<file path="config.mk">
export PLATFORM = sky130hd
export DESIGN_NAME = issue_unit
export DESIGN_NICKNAME = d
export VERILOG_FILES = /design/src/rtl/issue_pkg.sv /design/src/rtl/issue_unit_cdb_slot_shifter.sv /design/src/rtl/issue_unit.sv
export SDC_FILE = /design/constraint.sdc
export NUM_CORES = 1
export LEC_CHECK = 0
export ABC_AREA = 1
export BUFFER_PORTS_ARGS = -buffer_cell sky130_fd_sc_hd__buf_2
export CAP_MARGIN = 5
export CELL_PAD_IN_SITES_DETAIL_PLACEMENT = 1
export CELL_PAD_IN_SITES_GLOBAL_PLACEMENT = 1
export CORE_AREA = 5 5 42 44
export CTS_BUF_LIST = sky130_fd_sc_hd__clkbuf_4
export DETAILED_ROUTE_END_ITERATION = 7
export DIE_AREA = 0 0 47 49
export GPL_ROUTABILITY_DRIVEN = 0
export PLACE_DENSITY = 0.78
export SLEW_MARGIN = 5
export SYNTH_ARGS = -nofsm -noshare
export SYNTH_HDL_FRONTEND = slang
export SYNTH_SLANG_ARGS = --single-unit
</file>
<file path="constraint.sdc">
create_clock -name Clk -period 1.35 [get_ports Clk]
set_clock_uncertainty 0.2 [all_clocks]
set_input_delay 0.0675 -clock Clk [delete_from_list [all_inputs] [get_ports Clk]]
set_output_delay 0.0675 -clock Clk [all_outputs]
set_load 0.01 [all_outputs]
</file>
<file path="src/rtl/issue_pkg.sv">
// Shared definitions for the issue arbiter: CDB source encodings,
// default unit latencies and the CDB reservation slot type.
package issue_pkg;

    localparam logic [1:0] SRC_INT = 2'd0;
    localparam logic [1:0] SRC_LSB = 2'd1;
    localparam logic [1:0] SRC_MUL = 2'd2;
    localparam logic [1:0] SRC_DIV = 2'd3;

    localparam int MUL_LAT_DEF = 4;
    localparam int DIV_LAT_DEF = 7;

    typedef struct packed {
        logic       valid;
        logic [1:0] src;
    } slot_t;

endpackage

</file>
<file path="src/rtl/issue_unit_cdb_slot_shifter.sv">
// CDB reservation vector S[0..DEPTH]. Every cycle the vector shifts one
// slot toward S[0]; an insert at depth k lands in S'[k] on the same edge.
// S[0] is register-driven and forms the CDB source select.
module cdb_slot_shifter
    import issue_pkg::*;
#(
    parameter int DEPTH = MUL_LAT_DEF
) (
    input  logic                  clk,
    input  logic                  clr,
    input  logic [DEPTH:0]        ins_vld,
    input  logic [DEPTH:0][1:0]   ins_src,
    output logic [DEPTH:0]        slot_vld,
    output slot_t                 slot0
);

    slot_t s [0:DEPTH];

    // Shift reservations down one slot per cycle, merge inserts, clear on request.
    always_ff @(posedge clk) begin
        for (int k = 0; k <= DEPTH; k++) begin
            if (clr) begin
                s[k] <= '0;
            end else if (ins_vld[k]) begin
                s[k] <= '{valid: 1'b1, src: ins_src[k]};
            end else if (k < DEPTH) begin
                s[k] <= s[k+1];
            end else begin
                s[k] <= '0;
            end
        end
    end

    // Expose the per-slot valid bits for the grant checks.
    always_comb begin
        for (int k = 0; k <= DEPTH; k++) begin
            slot_vld[k] = s[k].valid;
        end
    end

    assign slot0 = s[0];

endmodule

</file>
<file path="src/rtl/issue_unit.sv">
// Issue arbiter: grants at most one instruction per issue queue per cycle
// such that no two results ever collide on the single CDB.
// Optional feature macro: ISSUE_DIV_EN (divider arbitration and div_cnt).
module issue_unit
    import issue_pkg::*;
#(
    parameter int MUL_LAT = MUL_LAT_DEF,
    parameter int DIV_LAT = DIV_LAT_DEF
) (
    input  logic       Clk,
    input  logic       Rst,
    input  logic       IssueInt_Ready,
    input  logic       IssueLsb_Ready,
    input  logic       IssueMul_Ready,
    input  logic       IssueDiv_Ready,
    input  logic       RB_Flush_Valid,
    output logic       Issue_Int,
    output logic       Issue_Lsb,
    output logic       Issue_Mul,
    output logic       Issue_Div,
    output logic       Cdb_Sel_Valid,
    output logic [1:0] Cdb_Sel
);

`ifdef ISSUE_DIV_EN
    localparam int DEPTH = DIV_LAT;
`else
    localparam int DEPTH = MUL_LAT;
`endif

    logic [DEPTH:0]      slot_vld;
    slot_t               slot0;
    logic [DEPTH:0]      ins_vld;
    logic [DEPTH:0][1:0] ins_src;
    logic                rr;
    logic                block;
    logic                int_elig;
    logic                lsb_elig;
    logic                unused_bits;

    // Reset beats flush, flush beats grants: either one suppresses all issue.
    assign block    = Rst | RB_Flush_Valid;
    assign int_elig = IssueInt_Ready & ~slot_vld[1];
    assign lsb_elig = IssueLsb_Ready & ~slot_vld[1];

    // INT and LSB share the next-cycle slot; rr breaks the tie.
    always_comb begin
        Issue_Int = ~block & int_elig & (~lsb_elig | ~rr);
        Issue_Lsb = ~block & lsb_elig & (~int_elig | rr);
        Issue_Mul = ~block & IssueMul_Ready & ~slot_vld[MUL_LAT];
    end

`ifdef ISSUE_DIV_EN
    localparam int CNT_W = $clog2(DIV_LAT);
    logic [CNT_W-1:0] div_cnt;

    // Non-pipelined divider: needs its CDB slot free and the unit idle.
    always_comb begin
        Issue_Div = ~block & IssueDiv_Ready & ~slot_vld[DIV_LAT] & (div_cnt == '0);
    end

    // Divider busy countdown, reloaded on every divide issue.
    always_ff @(posedge Clk) begin
        if (Rst || RB_Flush_Valid) begin
            div_cnt <= '0;
        end else if (Issue_Div) begin
            div_cnt <= CNT_W'(DIV_LAT - 1);
        end else if (div_cnt != '0) begin
            div_cnt <= div_cnt - 1'b1;
        end
    end

    assign unused_bits = &{1'b0, slot_vld[0]};
`else
    assign Issue_Div   = 1'b0;
    assign unused_bits = &{1'b0, IssueDiv_Ready, slot_vld[0], (DIV_LAT > MUL_LAT)};
`endif

    // Each grant reserves the CDB slot L-1 deep, which reaches S[0] at t+L.
    always_comb begin
        ins_vld = '0;
        ins_src = '0;
        if (Issue_Int) begin
            ins_vld[0] = 1'b1;
            ins_src[0] = SRC_INT;
        end else if (Issue_Lsb) begin
            ins_vld[0] = 1'b1;
            ins_src[0] = SRC_LSB;
        end
        if (Issue_Mul) begin
            ins_vld[MUL_LAT-1] = 1'b1;
            ins_src[MUL_LAT-1] = SRC_MUL;
        end
`ifdef ISSUE_DIV_EN
        if (Issue_Div) begin
            ins_vld[DIV_LAT-1] = 1'b1;
            ins_src[DIV_LAT-1] = SRC_DIV;
        end
`endif
    end

    // Round-robin pointer flips only when INT and LSB actually contended.
    always_ff @(posedge Clk) begin
        if (Rst) begin
            rr <= 1'b0;
        end else if (!RB_Flush_Valid && int_elig && lsb_elig) begin
            rr <= ~rr;
        end
    end

    cdb_slot_shifter #(
        .DEPTH (DEPTH)
    ) u_slots (
        .clk      (Clk),
        .clr      (block),
        .ins_vld  (ins_vld),
        .ins_src  (ins_src),
        .slot_vld (slot_vld),
        .slot0    (slot0)
    );

    assign Cdb_Sel_Valid = slot0.valid;
    assign Cdb_Sel       = slot0.src;

endmodule
</file>
-- Word level (Yosys, flattened, before mapping)
Memories as Yosys holds them, arrays and structs flattened.
Index checks and enable logic that the tools add are counted.
- register bits: 1
- bits in writable memories: 15
- bits of input ports: 7
- memories: 1
- muxes and demuxes: 28
- bitwise operators: 24
- reductions and logical operators: 3
- memories (memory ; depth ; bits a word ; rd ports ; clocked after Yosys merged registers in ; write ports ; line ; source):
    u_slots.s ; 5 ; 3 ; 5 ; 0 ; 5 ; issue_unit_cdb_slot_shifter.sv:17 ; slot_t s [0:DEPTH];
- operators by type and width (cell ; count):
    two-way mux 3 bit ; 7
    two-way mux 1 bit ; 20
    OR 1 bit ; 10
    bitwise AND 1 bit ; 8
    inverter 1 bit ; 6
    logical AND 1 bit ; 2
    two-way mux 2 bit ; 1
    logical NOT 1 bit ; 1

-- Logic depth before layout (Yosys ltp)
Gate-level depths: netlist of run 1.
An unclocked memory read counts as a cell.
- depth after elaboration: 13
- mapped depth: 5

-- Modules after synthesis
A second synthesis of run 1 with hierarchy kept.
- cells, all modules: 86
- area, all modules: 804.5 um^2
- modules (own cells, without submodules) (module ; times used ; cells each ; area each (um^2) ; seq. area each (um^2)):
    cdb_slot_shifter ; 1 ; 61 ; 674.4 ; 450.4
    issue_unit ; 1 ; 25 ; 130.1 ; 20.0

-- Worst setup path before layout of run 1
Ideal clock, no wire load.
- path kind: register to register
- from: mem u_slots.s[1][2] (netlist bit)
- to: mem u_slots.s[0][0] (netlist bit), data pin
- library setup time: 0.259 ns
- arrival time: 0.592 ns
- setup slack: 0.299 ns
- cell stages (with the launch flop): 5
- buffers on the path: 0
- path through: dfxtp_1 > inv_1 > nand2_1 > nor2_1 > nor3_1
- RTL lines (item ; line):
    start: declaration ; issue_unit_cdb_slot_shifter.sv:17

==> results.md, run 1 <==
- Outcome: finished, violations left
- Failing checks: negative setup slack
- Pre-antenna DRT Iters: 4
- P_leak: 0.297 nW
- CTS Sinks: 10
- Fill cells: 176
- Hold slack: 0.0359 ns
- Die H: 49 um
- Yosys Warn Count: 0
- CTS tree: yes
- Antenna diodes: 0
- Share of cells above drive strength 1: 37.8%
- Initial antenna violation count: 0
- # nets final: 82
- Final number of hold-violating endpoints: 0
- Post-DRT Antenna Nets: 0
- DRC: 0
- Clock buffer depth: 2
- Met1 wire length: 341 um
- Crit Reg-Reg Startpoint: u_slots.s[1][2]
- Crit path to: Issue_Int
- DR vias/cell: 4.34
- Critical Path RT: 1.08 ns
- WL met2: 622 um
- Crit end category: output port
- R2R depth: 5
- Worst EP arrival: 1.12 ns
- Crit Path Class: flip-flop to output port
- Fmax: 721 MHz
- Iteration-0 DRC Markers: 3
- Hold Path Class: input port to flip-flop
- Largest net degree at the start of global routing: 8
- Startpoint type of the worst setup path: flip-flop
- Root buffer cell: clkbuf_4
- FP Rows: 14
- Final Cycle Share: 103%
- Vias in the first global route: 416
- Total Wirelength: 1100 um
- First-pass GRT wire length: 1780 um
- Maxcap violations: 0
- Drt wl/cell: 12.3 um
- Utilization after layout: 44.7%
- Syn avg cell area: 8.65 um2
- I/O Buffers: 11
- Register share of total power: 53.3%
- Peak supply drop: 874 uV
- Area Growth Syn to Fin: 50.9%
- Sequential area share after synthesis: 60.2%
- Synth Register Bits: 10
- Hold path cells: 3
- Core box area: 1400 um2
- Top sig layer: met4
- Switching power: 0.000159 W
- PnR worst setup slack: -0.0371 ns
- Net Sw Frac: 25.0%
- Initial Util: 29.6%
- Crit path time final: 1.39 ns
- Total GRT Usage: 11.0%
- Worst Setup SP: u_slots.s[1][2]
- Mapped cell area: 415 um2
- Die ar.: 2300 um2
- RSZ-0062 raised after global routing: yes
- Met3 wire len: 88 um
- Via Count: 391
- Cell area power density: 1010 nW/um2
- Post-Syn Instances: 48
- Clock-pin transition on the worst setup and hold timing paths: 0.07 ns
- Grt total ovfl: 0
- Placed cell areas: 498 um2
- Internal: 0.000475 W
- Unique masters post-synth: 13
- Clock Power Share: 33.6%
- Final setup fails: 2
- Clock insertion delay at the later pin of the skew report: 0.27 ns
- Reg2Reg Setup Slack: 0.17 ns
- Crit path max fanout: 2
- Comb pwr share: 13.1%
- Critical R2R Capture: u_slots.s[0][1]
- Post-DP HPWL: 742 um
- Die X: 47 um
- Inserted Clock Buffers: 3
- Fin area: 627 um2
- I/O Pins: 14
- H-tree depth: 1
- Final Max Slew Viols: 0
- Pre-CTS setup slack: 0.192 ns
-- cell usage in the layout, fill, tap and decap left out, types with 3 or more instances in the layout --
master / instances
buf_2: 11
buf_4: 3
clkbuf_4: 3
conb_1: 6
dfxtp_1: 4
dlygate4sd3_1: 4
edfxtp_1: 5
inv_1: 9
nand2_2: 3
nor2_1: 10
-- layer usage --
layer / GRT usage [%] / vias up
met5: 0 / -
met4: 3.69 / 0
met3: 7.01 / 4
met2: 19.5 / 15
met1: 9.42 / 182
li1: - / 190
-- what timing repair did --
item | in CTS | in global routing
endpoints found under the setup margin | 2 | 2
endpoints found under the hold margin | 5 | 0
pin swaps | 4 | 3
gates resized for setup | 8 | 4
buffers inserted | 2 | 2
hold buffers | 4 | 0
-- state kept, by name, summed over array words and instances (netlist names) --
signal,flops
rr,1
u_slots.s,9
-- kinds of logic after synthesis --
family          synth area share [%]
flops                           60.2
simple gates                    22.0
buf+inv                         11.7
compound gates                  4.22
other cells                     1.81
-- power groups by stage --
stage               clock [W]  sequential (W)  combinational [W]
global route         0.000232        0.000338          0.0000923
finish               0.000213        0.000338          0.0000828
CTS                  0.000220        0.000339          0.0000771
floorplan                   0        0.000346          0.0000343
detailed placement          0        0.000345          0.0000600
global placement            0        0.000344          0.0000557
-- through the flow --
stage	std cells	TNS, ns	power (W)
after CTS	88	-0.0552	0.000637
after detailed placement	78	0	0.000405
after global routing	90	-0.138	0.000663
after floorplan	52	0	0.000381
after global placement	78	0	0.000400
final	90	-0.0450	0.000634
-- critical path, stage by stage, from the launching register on --
cell	delay (ns)
dfxtp_4	0.37
nor2_4	0.12
nand2_2	0.07
a31oi_1	0.14
buf_2	0.16
-- synth_stat cells --
master | instances | area, um2
a31oi_1 | 2 | 12.5
nor2_4 | 1 | 11.3
conb_1 | 2 | 7.51
inv_1 | 10 | 37.5
a21oi_1 | 1 | 5.00
nor2_1 | 12 | 45.0
inv_2 | 1 | 3.75
buf_4 | 1 | 7.51
dfxtp_1 | 5 | 100
nand3_1 | 2 | 10.0
nor3_1 | 2 | 10.0
edfxtp_1 | 5 | 150
nand2_1 | 4 | 15.0
-- cell type report --
type / count / area [um2] / area share [%]
Sequential cell: 10 / 254 / 40.5
Multi-Input combinational cell: 30 / 154 / 24.6
Tap cell: 16 / 20.0 / 3.19
Clock inverter: 1 / 3.75 / 0.599
Inverter: 11 / 43.8 / 6.99
Timing Repair Buffer: 19 / 129 / 20.6
Clock buffer: 3 / 22.5 / 3.59
-- how the worst min path moves through the flow --
stage | from | endpoint | slack, ns
after floorplan | Rst | rr | 0.01
after global placement | Rst | rr | 0.16
after detailed placement | u_slots.s[2][1] | u_slots.s[1][1] | 0.20
after CTS | RB_Flush_Valid | u_slots.s[0][1] | 0.02
after global routing | IssueLsb_Ready | u_slots.s[0][0] | 0.04
final | IssueLsb_Ready | u_slots.s[0][0] | 0.04
Power figures use the tool's default switching activity.
==> inputs of run 2 (changes only) <==
--- a/config.mk
+++ b/config.mk
@@ -16,6 +16,7 @@
 export DIE_AREA = 0 0 47 49
 export GPL_ROUTABILITY_DRIVEN = 0
 export PLACE_DENSITY = 0.78
+export SKIP_CTS_REPAIR_TIMING = 1
 export SLEW_MARGIN = 5
 export SYNTH_ARGS = -nofsm -noshare
 export SYNTH_HDL_FRONTEND = slang
==> run 2 against run 1 <==
The flow finishes with violations (negative hold slack, negative setup slack). Via count shrank 5.9%. Sequential share of layout area grew 3.0 points. Hold slack lost 0.056 ns. Critical path depth is the same. Combinational power shrank 10%. Utilization shrank 3.5 points. Final cell count shrank 4.4%. Largest cell class unchanged.
==> results.md, run 2 (same netlist as run 1, synthesis figures left out) <==
- RSZ-0062 raised after global routing: yes (unchanged)
- Via Count: 368 (was 391)
- Post-DRT Antenna Nets: 0 (unchanged)
- Area Growth Syn to Fin: 39.2% (was 50.9%)
- Outcome: finished, violations left (unchanged)
- H-tree depth: 1 (unchanged)
- Final number of hold-violating endpoints: 5 (was 0)
- Met3 Use GR: 6.64% (was 7.01%)
- Die X: 47 um (unchanged)
- P_leak: 0.277 nW (was 0.297 nW)
- Crit path time final: 1.37 ns (was 1.39 ns)
- Startpoint type of the worst setup path: flip-flop (unchanged)
- Worst EP arrival: 1.11 ns (was 1.12 ns)
- Met2 Use GR: 14.9% (was 19.5%)
- Vias in the first global route: 371 (was 416)
- Met1 usage: 8.07% (was 9.42%)
- Hold Path Class: input port to flip-flop (unchanged)
- Peak supply drop: 718 uV (was 874 uV)
- Total Wirelength: 986 um (was 1100 um)
- Grt total ovfl: 0 (unchanged)
- I/O Pins: 14 (unchanged)
- Die ar.: 2300 um2 (unchanged)
- Drt wl/cell: 11.5 um (was 12.3 um)
- Largest register FFs: 9 (unchanged)
- Clock-pin transition on the worst setup and hold timing paths: 0.07 ns (about the same)
- Inserted Clock Buffers: 3 (unchanged)
- Final setup fails: 1 (was 2)
- CTS tree: yes (unchanged)
- Most common cell after layout, fill and taps aside: buf_2 (unchanged)
- Core box area: 1400 um2 (unchanged)
- Biggest regs: u_slots.s: 9 flops, rr: 1 flops (unchanged)
- Clock insertion delay at the later pin of the skew report: 0.27 ns (about the same)
- Root buffer cell: clkbuf_4 (unchanged)
- Crit Path Class: flip-flop to output port (unchanged)
- Pre-antenna DRT Iters: 2 (was 4)
- Fmax: 728 MHz (was 721 MHz)
- Clock buffer depth: 2 (unchanged)
- Final Cycle Share: 102% (was 103%)
- First-pass GRT wire length: 1460 um (was 1780 um)
- Fill cells: 182 (was 176)
- Post-DP HPWL: 742 um (unchanged)
- Worst Setup SP: u_slots.s[1][2] (unchanged)
- Die H: 49 um (unchanged)
- Setup TNS Final: -0.0230 ns (was -0.0450 ns)
- Initial antenna violation count: 0 (unchanged)
- Maxcap violations: 0 (unchanged)
- Iteration-0 DRC Markers: 4 (was 3)
- GR peak layer: met2 (unchanged)
- Failing checks: negative hold slack, negative setup slack (was negative setup slack)
- Initial Util: 29.6% (unchanged)
- Share of cells above drive strength 1: 35.7% (was 37.8%)
- Critical Path RT: 1.08 ns (about the same)
- FP Rows: 14 (unchanged)
- Antenna diodes: 0 (unchanged)
- Crit end category: output port (unchanged)
- Biggest register: u_slots.s (unchanged)
- Final Max Slew Viols: 0 (unchanged)
- Commonest cells after routing, fill and taps aside: 11 x buf_2, 10 x nor2_1, 9 x inv_1, 6 x conb_1, 5 x edfxtp_1 (unchanged)
- Hold slack: -0.0201 ns (was 0.0359 ns)
- Pre-CTS setup slack: 0.192 ns (unchanged)
- Crit path max fanout: 2 (unchanged)
- Largest net degree at the start of global routing: 11 (was 8)
- Cell area power density: 1090 nW/um2 (was 1010 nW/um2)
- Worst hold path startpoint: RB_Flush_Valid (was IssueLsb_Ready)
- DRC: 0 (unchanged)
- Crit Reg-Reg Startpoint: u_slots.s[1][2] (unchanged)
- CTS Sinks: 10 (unchanged)
- Total GRT Usage: 9.07% (was 11.0%)
- PnR worst setup slack: -0.0230 ns (was -0.0371 ns)
- DR vias/cell: 4.28 (was 4.34)
- # nets final: 78 (was 82)
- I/O Buffers: 11 (unchanged)
==> run 2: worst max-delay path, cell delays in order, from the launching register on <==
cell,delay [ns]
dfxtp_2,0.34
nor2_2,0.11
nand2_1,0.09
a31oi_1,0.14
buf_2,0.15
==> run 2: per-layer routing <==
layer	part of all wire, %	vias up
met2	58	10
met3	7.8	4
li1	-	183
met4	3.3	0
met1	30	171
met5	0	-
==> run 2: path summary, 6_finish.rpt <==
| check | slack [ns] | cells after the start | to |
|---|---|---|---|
| min | -0.02 | 5 | rr |
| max reg2reg | 0.14 | 5 | u_slots.s[0][0] |
| min reg2reg | 0.22 | 2 | u_slots.s[1][1] |
| max | -0.02 | 4 | Issue_Int |
==> run 2: area by class of cell <==
class,instances,area (um2),share of cell area [%]
Clock buffer,3,22.5,3.90
Multi-Input combinational cell,30,146,25.3
Timing Repair Buffer,15,90.1,15.6
Inverter,11,43.8,7.58
Tap cell,16,20.0,3.46
Clock inverter,1,3.75,0.649
Sequential cell,10,251,43.5
==> run 2: per-stage QoR <==
stage | total power [W] | utilization [%] | area (um2) | hold slack, ns | instances
floorplan | 0.000381 | - | 430 | 0.0113 | 52
CTS | 0.000619 | 37.4 | 524 | -0.0826 | 82
global route | 0.000661 | 41.3 | 578 | 0.00788 | 86
finish | 0.000632 | 41.3 | 578 | -0.0201 | 86
global placement | 0.000400 | 35.5 | 498 | 0.159 | 78
detailed placement | 0.000405 | 35.5 | 498 | 0.204 | 78
==> run 2: power breakdown <==
group          internal [W]  leakage (nW)  switching [W]
Sequential         0.000333        0.0914     0.00000580
Combinational     0.0000316         0.170      0.0000426
Clock              0.000107        0.0154       0.000112
Total              0.000472         0.277       0.000160
==> inputs of run 3 (changes only) <==
--- a/config.mk
+++ b/config.mk
@@ -6,7 +6,6 @@
 export NUM_CORES = 1
 export LEC_CHECK = 0
 export ABC_AREA = 1
-export BUFFER_PORTS_ARGS = -buffer_cell sky130_fd_sc_hd__buf_2
 export CAP_MARGIN = 5
 export CELL_PAD_IN_SITES_DETAIL_PLACEMENT = 1
 export CELL_PAD_IN_SITES_GLOBAL_PLACEMENT = 1
@@ -14,8 +13,9 @@
 export CTS_BUF_LIST = sky130_fd_sc_hd__clkbuf_4
 export DETAILED_ROUTE_END_ITERATION = 7
 export DIE_AREA = 0 0 47 49
+export DONT_BUFFER_PORTS = 1
 export GPL_ROUTABILITY_DRIVEN = 0
-export PLACE_DENSITY = 0.78
+export PLACE_DENSITY = 0.65
 export SKIP_CTS_REPAIR_TIMING = 1
 export SLEW_MARGIN = 5
 export SYNTH_ARGS = -nofsm -noshare
==> constraint.sdc (replaced) <==
create_clock -name Clk -period 1.6 [get_ports Clk]
set_clock_uncertainty 0.2 [all_clocks]
set_input_delay 0.08 -clock Clk [delete_from_list [all_inputs] [get_ports Clk]]
set_output_delay 0.08 -clock Clk [all_outputs]
set_load 0.01 [all_outputs]
==> run 3 against run 2 <==
The run now ends clean. Utilization is 0.089 points higher. Via count is 7.1% lower. Final area is 0.22% higher. Register-to-register slack worse by 0.10 ns. First-iteration DRC count is 50% lower. Total power is 18% lower. Sequential cell count stayed put. Critical path depth is 1 higher.
==> results.md, run 3 (same netlist as run 1, synthesis figures left out) <==
- Maxcap violations: 0 (unchanged)
- Fmax: 639 MHz
- Share of cells above drive strength 1: 7.58% (was 35.7%)
- Initial Util: 29.6% (unchanged)
- CTS tree: yes (unchanged)
- Cell mode on critical path: nor2_1
- DR vias/cell: 4.17 (was 4.28)
- Pre-antenna DRT Iters: 2 (unchanged)
- CTS Sinks: 10 (unchanged)
- Hold path cells: 1 (was 5)
- Total Wirelength: 960 um (was 986 um)
- Final number of hold-violating endpoints: 0 (was 5)
- Most common cell after layout, fill and taps aside: nor2_1 (was buf_2)
- Crit end category: flip-flop (was output port)
- Die ar.: 2300 um2 (unchanged)
- Core box area: 1400 um2 (unchanged)
- I/O Pins: 14 (unchanged)
- Final Cycle Share: 97.7%
- I/O Buffers: 0 (was 11)
- Final setup fails: 0 (was 1)
- Crit path time final: 1.56 ns
- DRC: 0 (unchanged)
- H-tree depth: 1 (unchanged)
- Root buffer cell: clkbuf_4 (unchanged)
- Biggest register: u_slots.s (unchanged)
- Biggest regs: u_slots.s: 9 flops, rr: 1 flops (unchanged)
- P_leak: 0.258 nW (was 0.277 nW)
- Crit-path cells: nor2_1 -> nand3_1 -> nand2_1 -> nor2_1 -> dlygate4sd3_1 (was nor2_2 -> nand2_1 -> a31oi_1 -> buf_2)
- Hold Path Class: input port to output port (was input port to flip-flop)
- # nets final: 74 (was 78)
- Vias in the first global route: 298 (was 371)
- Area Growth Syn to Fin: 39.5% (was 39.2%)
- Drt wl/cell: 11.7 um (was 11.5 um)
- Met3 Use GR: 8.12% (was 6.64%)
- Post-DRT Antenna Nets: 0 (unchanged)
- Clock buffer depth: 2 (unchanged)
- First-pass GRT wire length: 1170 um (was 1460 um)
- Total GRT Usage: 7.94% (was 9.07%)
- FP Rows: 14 (unchanged)
- Largest net degree at the start of global routing: 11 (unchanged)
- Die H: 49 um (unchanged)
- Startpoint type of the worst setup path: flip-flop (unchanged)
- Inserted Clock Buffers: 3 (unchanged)
- Placed instance count: 67 (was 78)
- Initial antenna violation count: 0 (unchanged)
- Cell area power density: 900 nW/um2 (was 1090 nW/um2)
- Clock-pin transition on the worst setup and hold timing paths: 0.07 ns (about the same)
- R2R depth: 5 (unchanged)
- Outcome: complete, no violations (was finished, violations left)
- Peak supply drop: 346 uV (was 718 uV)
- Utilization after layout: 41.3% (about the same)
- Crit path max fanout: 3 (was 2)
- Critical Path RT: 1.55 ns (was 1.08 ns)
- GR peak layer: met2 (unchanged)
- Tot Pwr: 0.000521 W (was 0.000632 W)
- CP max stage delay: 0.55 ns (was 0.34 ns)
- Final Max Slew Viols: 0 (unchanged)
- Largest register FFs: 9 (unchanged)
- Worst-path cell with the longest stage delay: dlygate4sd3_1 (was dfxtp_2)
- Fin cells: 82 (was 86)
- Met2 Use GR: 11.8% (was 14.9%)
- Met1 usage: 6.52% (was 8.07%)
- Via Count: 342 (was 368)
- Crit Path Class: flip-flop to flip-flop (was flip-flop to output port)
- Iteration-0 DRC Markers: 2 (was 4)
- Post-DP HPWL: 566 um (was 742 um)
- Grt total ovfl: 0 (unchanged)
- PnR worst setup slack: 0.0362 ns (was -0.0230 ns)
- Clock insertion delay at the later pin of the skew report: 0.27 ns (about the same)
- Antenna diodes: 0 (unchanged)
- Worst EP arrival: 1.52 ns (was 1.11 ns)
- Die X: 47 um (unchanged)
- Pre-CTS setup slack: 0.429 ns (was 0.192 ns)
- Commonest cells after routing, fill and taps aside: 12 x nor2_1, 11 x dlygate4sd3_1, 10 x inv_1, 6 x conb_1 (was 11 x buf_2, 10 x nor2_1, 9 x inv_1, 6 x conb_1, 5 x edfxtp_1)
[run 3: metal layers]
| metal | vias to the layer above | routed length [um] |
|---|---|---|
| li1 | 174 | - |
| met4 | 0 | 27 |
| met3 | 4 | 68 |
| met5 | - | 0 |
| met1 | 155 | 398 |
| met2 | 9 | 465 |
[run 3: final timing paths]
check	from	to	slack [ns]
hold reg to reg	u_slots.s[2][2]	u_slots.s[1][2]	0.21
setup reg to reg	u_slots.s[1][2]	rr	0.04
setup / recovery	u_slots.s[1][2]	rr	0.04
hold / removal	IssueLsb_Ready	Issue_Int	0.09
[run 3: power by group]
group          switching [W]  internal (W)
registers         0.00000629      0.000281
clock network      0.0000887     0.0000902
logic              0.0000280     0.0000267
total               0.000123      0.000398
[run 3: stage by stage]
stage          TNS (ns)  hold WS, ns  cell area [um2]
6_report              0       0.0928              579
3_5_place_dp          0       0.0439              443
4_1_cts               0       -0.244              469
3_3_place_gp          0       0.0349              443
2_1_floorplan         0       0.0238              430
5_1_grt        -0.00596        0.106              579
[run 3: layout make-up]
cell class,count,area (um2)
timing repair buffer,11,110
clock buffer,3,22.5
fill,182,822
sequential,10,250
tap,16,20.0
clock inverter,1,3.75
inverter,11,41.3
multi-input combinational,30,131
[run 3: critical path: cells and delay by family (launching register included)]
kind                   cells  cell delay (ns)
AND/OR/NAND/NOR            4             0.38
flip-flops                 1             0.32
buffers and inverters      1             0.55
